`src/rtl/pipe_reg.sv`:
```
// pipe_reg: DEPTH-stage valid/ready register pipeline with flush.
// Each stage holds one beat. Bubbles collapse when a downstream stage can
// take data, and backpressure stalls stages in place without losing data.
// A bubble keeps the stale contents of the data register. Only the valid
// bit is cleared, so the data path carries no enable beyond the load strobe.
module pipe_reg #(
    parameter int              WIDTH   = 8,
    parameter int              DEPTH   = 3,
    parameter logic [WIDTH-1:0] RST_VAL = '0
) (
    input  logic                       clk,
    input  logic                       rst,
    input  logic                       flush,
    input  logic                       in_valid,
    input  logic [WIDTH-1:0]           in_data,
    output logic                       in_ready,
    output logic                       out_valid,
    output logic [WIDTH-1:0]           out_data,
    input  logic                       out_ready,
    output logic [$clog2(DEPTH+1)-1:0] count
);

    localparam int CW = $clog2(DEPTH+1);

    logic [DEPTH-1:0]            v;      // stage valid bits
    logic [DEPTH-1:0][WIDTH-1:0] d;      // stage data registers
    logic [DEPTH-1:0]            adv;    // stage takes whatever its source offers
    logic [DEPTH-1:0]            src_v;  // valid offered to each stage
    logic [DEPTH-1:0][WIDTH-1:0] src_d;  // data offered to each stage
    logic [DEPTH-1:0]            v_nxt;
    logic [DEPTH-1:0]            ld;     // data register load strobe
    logic [CW-1:0]               cnt_nxt;
    logic                        up;     // advance of the stage above

    // Stage 0 is fed from the input port. Every other stage is fed from the stage below it.
    assign src_v[0] = in_valid;
    assign src_d[0] = in_data;
    generate
        for (genvar i = 1; i < DEPTH; i++) begin : g_src
            assign src_v[i] = v[i-1];
            assign src_d[i] = d[i-1];
        end
    endgenerate

    // Advance ripples down from the output. A stage moves if it is empty or the one above moves.
    // Next-state valids, data loads and the next count are all computed here.
    always_comb begin
        adv     = '0;
        v_nxt   = '0;
        ld      = '0;
        cnt_nxt = '0;
        up      = out_ready;
        for (int i = DEPTH-1; i >= 0; i--) begin
            adv[i] = ~v[i] | up;
            up     = adv[i];
        end
        for (int i = 0; i < DEPTH; i++) begin
            if (flush)
                v_nxt[i] = 1'b0;
            else if (adv[i])
                v_nxt[i] = src_v[i];
            else
                v_nxt[i] = v[i];
            ld[i]   = adv[i] & src_v[i] & ~flush;
            cnt_nxt = cnt_nxt + CW'(v_nxt[i]);
        end
    end

    // Valid bits and occupancy count. Flush is already folded into v_nxt.
    always_ff @(posedge clk or posedge rst) begin
        if (rst) begin
            v     <= '0;
            count <= '0;
        end else begin
            v     <= v_nxt;
            count <= cnt_nxt;
        end
    end

    // Data registers load only when real data arrives. A bubble or a flush keeps the old value.
    always_ff @(posedge clk or posedge rst) begin
        if (rst) begin
            for (int i = 0; i < DEPTH; i++) d[i] <= RST_VAL;
        end else begin
            for (int i = 0; i < DEPTH; i++)
                if (ld[i]) d[i] <= src_d[i];
        end
    end

    // Ready is combinational from out_ready through the advance chain.
    // It is gated off during flush and reset.
    assign in_ready  = adv[0] & ~flush & ~rst;
    assign out_valid = v[DEPTH-1];
    assign out_data  = d[DEPTH-1];

endmodule
```
`config.mk`:
```
export PLATFORM = sky130hd
export DESIGN_NAME = pipe_reg
export DESIGN_NICKNAME = d
export VERILOG_FILES = /design/src/rtl/pipe_reg.sv
export SDC_FILE = /design/constraint.sdc
export NUM_CORES = 1
export LEC_CHECK = 0
export CORE_MARGIN = 10
export CORE_UTILIZATION = 53
export DETAILED_ROUTE_END_ITERATION = 10
export PLACE_DENSITY_LB_ADDON = 0.2
export SLEW_MARGIN = 20
export SYNTH_ARGS = -nofsm -noshare
export SYNTH_HDL_FRONTEND = slang
export SYNTH_SLANG_ARGS = --single-unit
```
`constraint.sdc`:
```
create_clock -name clk -period 2.2 [get_ports clk]
set_input_delay 0.44 -clock clk [delete_from_list [all_inputs] [get_ports clk]]
set_output_delay 0.44 -clock clk [all_outputs]
set_load 0.1 [all_outputs]
```
# Yosys cells after proc, flatten, opt, wreduce, memory -nomap -nowiden
# Cells that the tools add are included.
dict set report op_classes {
  add_sub_neg 2
  bitwise 16
  muxes 6
}
# operator count
set ops {}
lappend ops {{1-bit bitwise AND} 8}
lappend ops {{1-bit 2-to-1 mux} 6}
lappend ops {{1-bit inverter} 5}
lappend ops {{1-bit OR} 3}
lappend ops {{1-bit by 1-bit adder with 2-bit output} 1}
lappend ops {{2-bit by 1-bit adder with 2-bit output} 1}
dict set report word_totals {
  regBits 29
  output_inout_bits 12
  inputBits 13
  wordCells 29
}

# Longest topological paths before layout
dict set report depth {
  ltp_word 8
  ltp_mapped 4
  ltp_nobuf 4
}

# Worst setup path before layout
# Ideal clock, no wire load.
dict set report synth_path {
  path_type {register -> output}
  from {reg v[2]}
  to {out in_ready}
  n_path_buf 0
  path_stages_with_launch 3
  slack_ns -1.509
  t_arrival_ns 3.269
  t_required_ns 1.760
  path_cell_list {dfrtp_1 > nand4b_1 > nor3b_1}
}
dict set report synth_via {
  elab_chain_cells 6
}
# item line_no
set synth_lines {}
lappend synth_lines {{start, declared} 25} ;# logic [DEPTH-1:0] v;
lappend synth_lines {{start signal, assigned} 75} ;# v <= v_nxt;
lappend synth_lines {{1-bit inverter} 54} ;# adv[i] = ~v[i] | up;
lappend synth_lines {{1-bit OR (3 in a row)} 54}
lappend synth_lines {{1-bit bitwise AND (2 in a row)} 92} ;# assign in_ready = adv[0] & ~flush & ~rst;
lappend synth_lines {{end, declared} 16} ;# output logic in_ready,
# Every way passes these cells.

# Final worst setup path
dict set report layout_path {
  from {in out_ready}
  to {out in_ready}
}
dict set report layout_via {
  elab_chain_cells 5
}
# item line_no
set layout_lines {}
lappend layout_lines {{start, declared} 19} ;# input logic out_ready,
lappend layout_lines {{1-bit OR (3 in a row)} 54}
lappend layout_lines {{1-bit bitwise AND (2 in a row)} 92}
# Every way passes these cells.

==> metrics <==
die area=4610 µm²; die extent in x=67.9 µm; Hold Vio Cnt, Final=0; Pwr Density=between 1000 and 1500 nW/µm²; Setup TNS Final=0 ns; drt first pass iters=2; Clock Latency Late Sink=0.32 ns; WP data required=~1.8 ns; Core Rows=17; max cap viols=0; outcome=finished clean; Root Driver=clkbuf_4; total clock buffers created by CTS=5; diode count=0; Routed Wire Length=~2100 µm; leakage=approximately 0.70 nW; clock slew at reported path FFs=about 0.08 ns; fmax=489 MHz; NumNets Final=approximately 120; Worst Max-Slew Pin Slew=around 0.48 ns; VDD IR max=1020 µV; Post-CTS Resized=0; crit path max-delay cell type=clkdlybuf4s50_1; Post-Syn Area=between 1000 and 1500 µm²; # port buffers=24; Ports=25; unique cell type count in the Yosys netlist=15; hold crit path type=in2async; Clock Path Buffers=2; CP peak stage delay=0.54 ns; Placeable Area=about 2200 µm²; most frequent cells in the layout=dfrtp_1 (28), mux2_2 (16), buf_4 (15), clkdlybuf4s50_1 (12), mux2_4 (8); unrepaired setup endpoints after global routing=false; Hold-fix buffers, CTS=0; Slew Viols, Final=0; DPL Wire Length=roughly 1600 µm; number of antenna violations at the first check in global routing=0; CP Launch Type=input port; vias per cell=5.04; remaining routing DRC violations=0; DIE HEIGHT=between 60 and 70 µm; critical-path maximum fanout=3; average size of a mapped cell=roughly 16 µm²; final total power=approximately 1.9 mW; Synth warnings=0; share of the yosys chip area belonging to registers=between 50 and 60%; Tcrit/Tclk final=93.0%; Initial Util=a little under three fifths; commonest non-fill, non-tap cell in the layout=dfrtp_1; wire length per cell=16.1 µm; DRC marker count from the first detailed-route iteration=7; post-CTS setup buffer count=0; largest net degree at the start of global routing=25; vias=665; clock sink count=29; Slew headroom=between 60% and 70%; final setup violation count=0; Mapped Cells=around 80; element type at the critical path end=primary output; Yosys reg bits=29; Routed Antenna Nets=0; layout cells sized above 1=between 40 and 50%; CP Class=in2out; GP Congestion=approximately 0.75; grt ovf=0; global-route wire length before repair=between 3000 and 4000 µm; crit path cell chain=clkdlybuf4s50_1 > nand4b_1 > nor3b_4 > buf_12; Tmin final=roughly 2.0 ns; Area Overhead vs Synth=22.1%; syn_nets=92; CTS HTree Levels=2; All-Layer GR Usage=~11%; CP arrival=between 1.5 and 2 ns; CTS tree=yes; vias in the first global route=between 700 and 800; clock skew=about 0.011 ns; r2r worst-path depth=3
[final timing paths]
kind / slack [ns] / to / from
max reg2reg: 0.59 / out_data[0] / v[2]
min: 0.42 / v[0] / rst
max: 0.15 / in_ready / out_ready
max in group asynchronous: 1.22 / d[2] / rst
min in group clk: 0.50 / out_data[1] / d[9]
min reg2reg: 0.50 / out_data[1] / d[9]
[final cells by class]
cell class | instances | area (µm²)
fillers | 164 | 704
clock inverters | 2 | 10.0
repair buffers | 28 | 253
multi-input cells | 36 | 409
flip-flops and latches | 29 | 727
inverters | 3 | 11.3
well taps | 28 | 35.0
clock buffers | 6 | 41.3
[power breakdown]
part	total (mW)	internal, mW	leakage [nW]	switching [mW]
Combinational	0.841	0.246	0.321	0.595
Clock	0.297	0.121	0.0320	0.176
Sequential	0.732	0.663	0.352	0.0689
[synth_stat cells]
library cell | n | area [µm²]
fa_1 | 1 | 20.0
mux2_4 | 8 | 120
nand3b_1 | 1 | 7.51
mux2_2 | 16 | 180
nand4b_1 | 1 | 8.76
dfrtp_1 | 29 | 726
inv_1 | 3 | 11.3
buf_6 | 2 | 22.5
nor3b_1 | 1 | 7.51
a21oi_1 | 2 | 10.0
nor2_1 | 3 | 11.3
or3b_1 | 1 | 8.76
buf_4 | 8 | 60.1
nor2b_4 | 1 | 13.8
a211o_2 | 1 | 10.0
[registers in the layout, indices dropped and copies added (netlist names)]
register and flops:
d 16, out_data 8, count 2, v 3
[through the flow]
step	worst slack, ns	hold slack (ns)	util [%]	area [µm²]	std cells
floorplan	0.0804	0.475	-	1230	78
global placement	0.115	0.480	65.5	1440	124
detailed placement	0.0726	0.489	65.5	1440	124
CTS	0.142	0.413	67.8	1490	132
global route	0.124	0.421	67.8	1490	132
finish	0.153	0.421	67.8	1490	132
[kinds of logic after synthesis]
logic type / after synthesis / synth area share [%]
multiplexers: 24 / 24.7
flip-flops: 29 / 59.6
AO/OA/AOI/OAI: 3 / 1.64
adder cells (fa/ha/maj): 1 / 1.64
AND/OR/NAND/NOR: 8 / 4.73
buffers and inverters: 13 / 7.71
[critical path, delay by kind of cell]
family                 cells  cell delay (ns)
buffers and inverters      2             0.74
and+or+nand+nor            2             0.43
[layer usage]
metal  GRT usage [%]  wire [µm]
met2            18.6       1150
met1            10.8        777
met4            8.29         53
met3            4.73        141
met5               0          0
No activity file was read; power rests on OpenSTA's default activity.
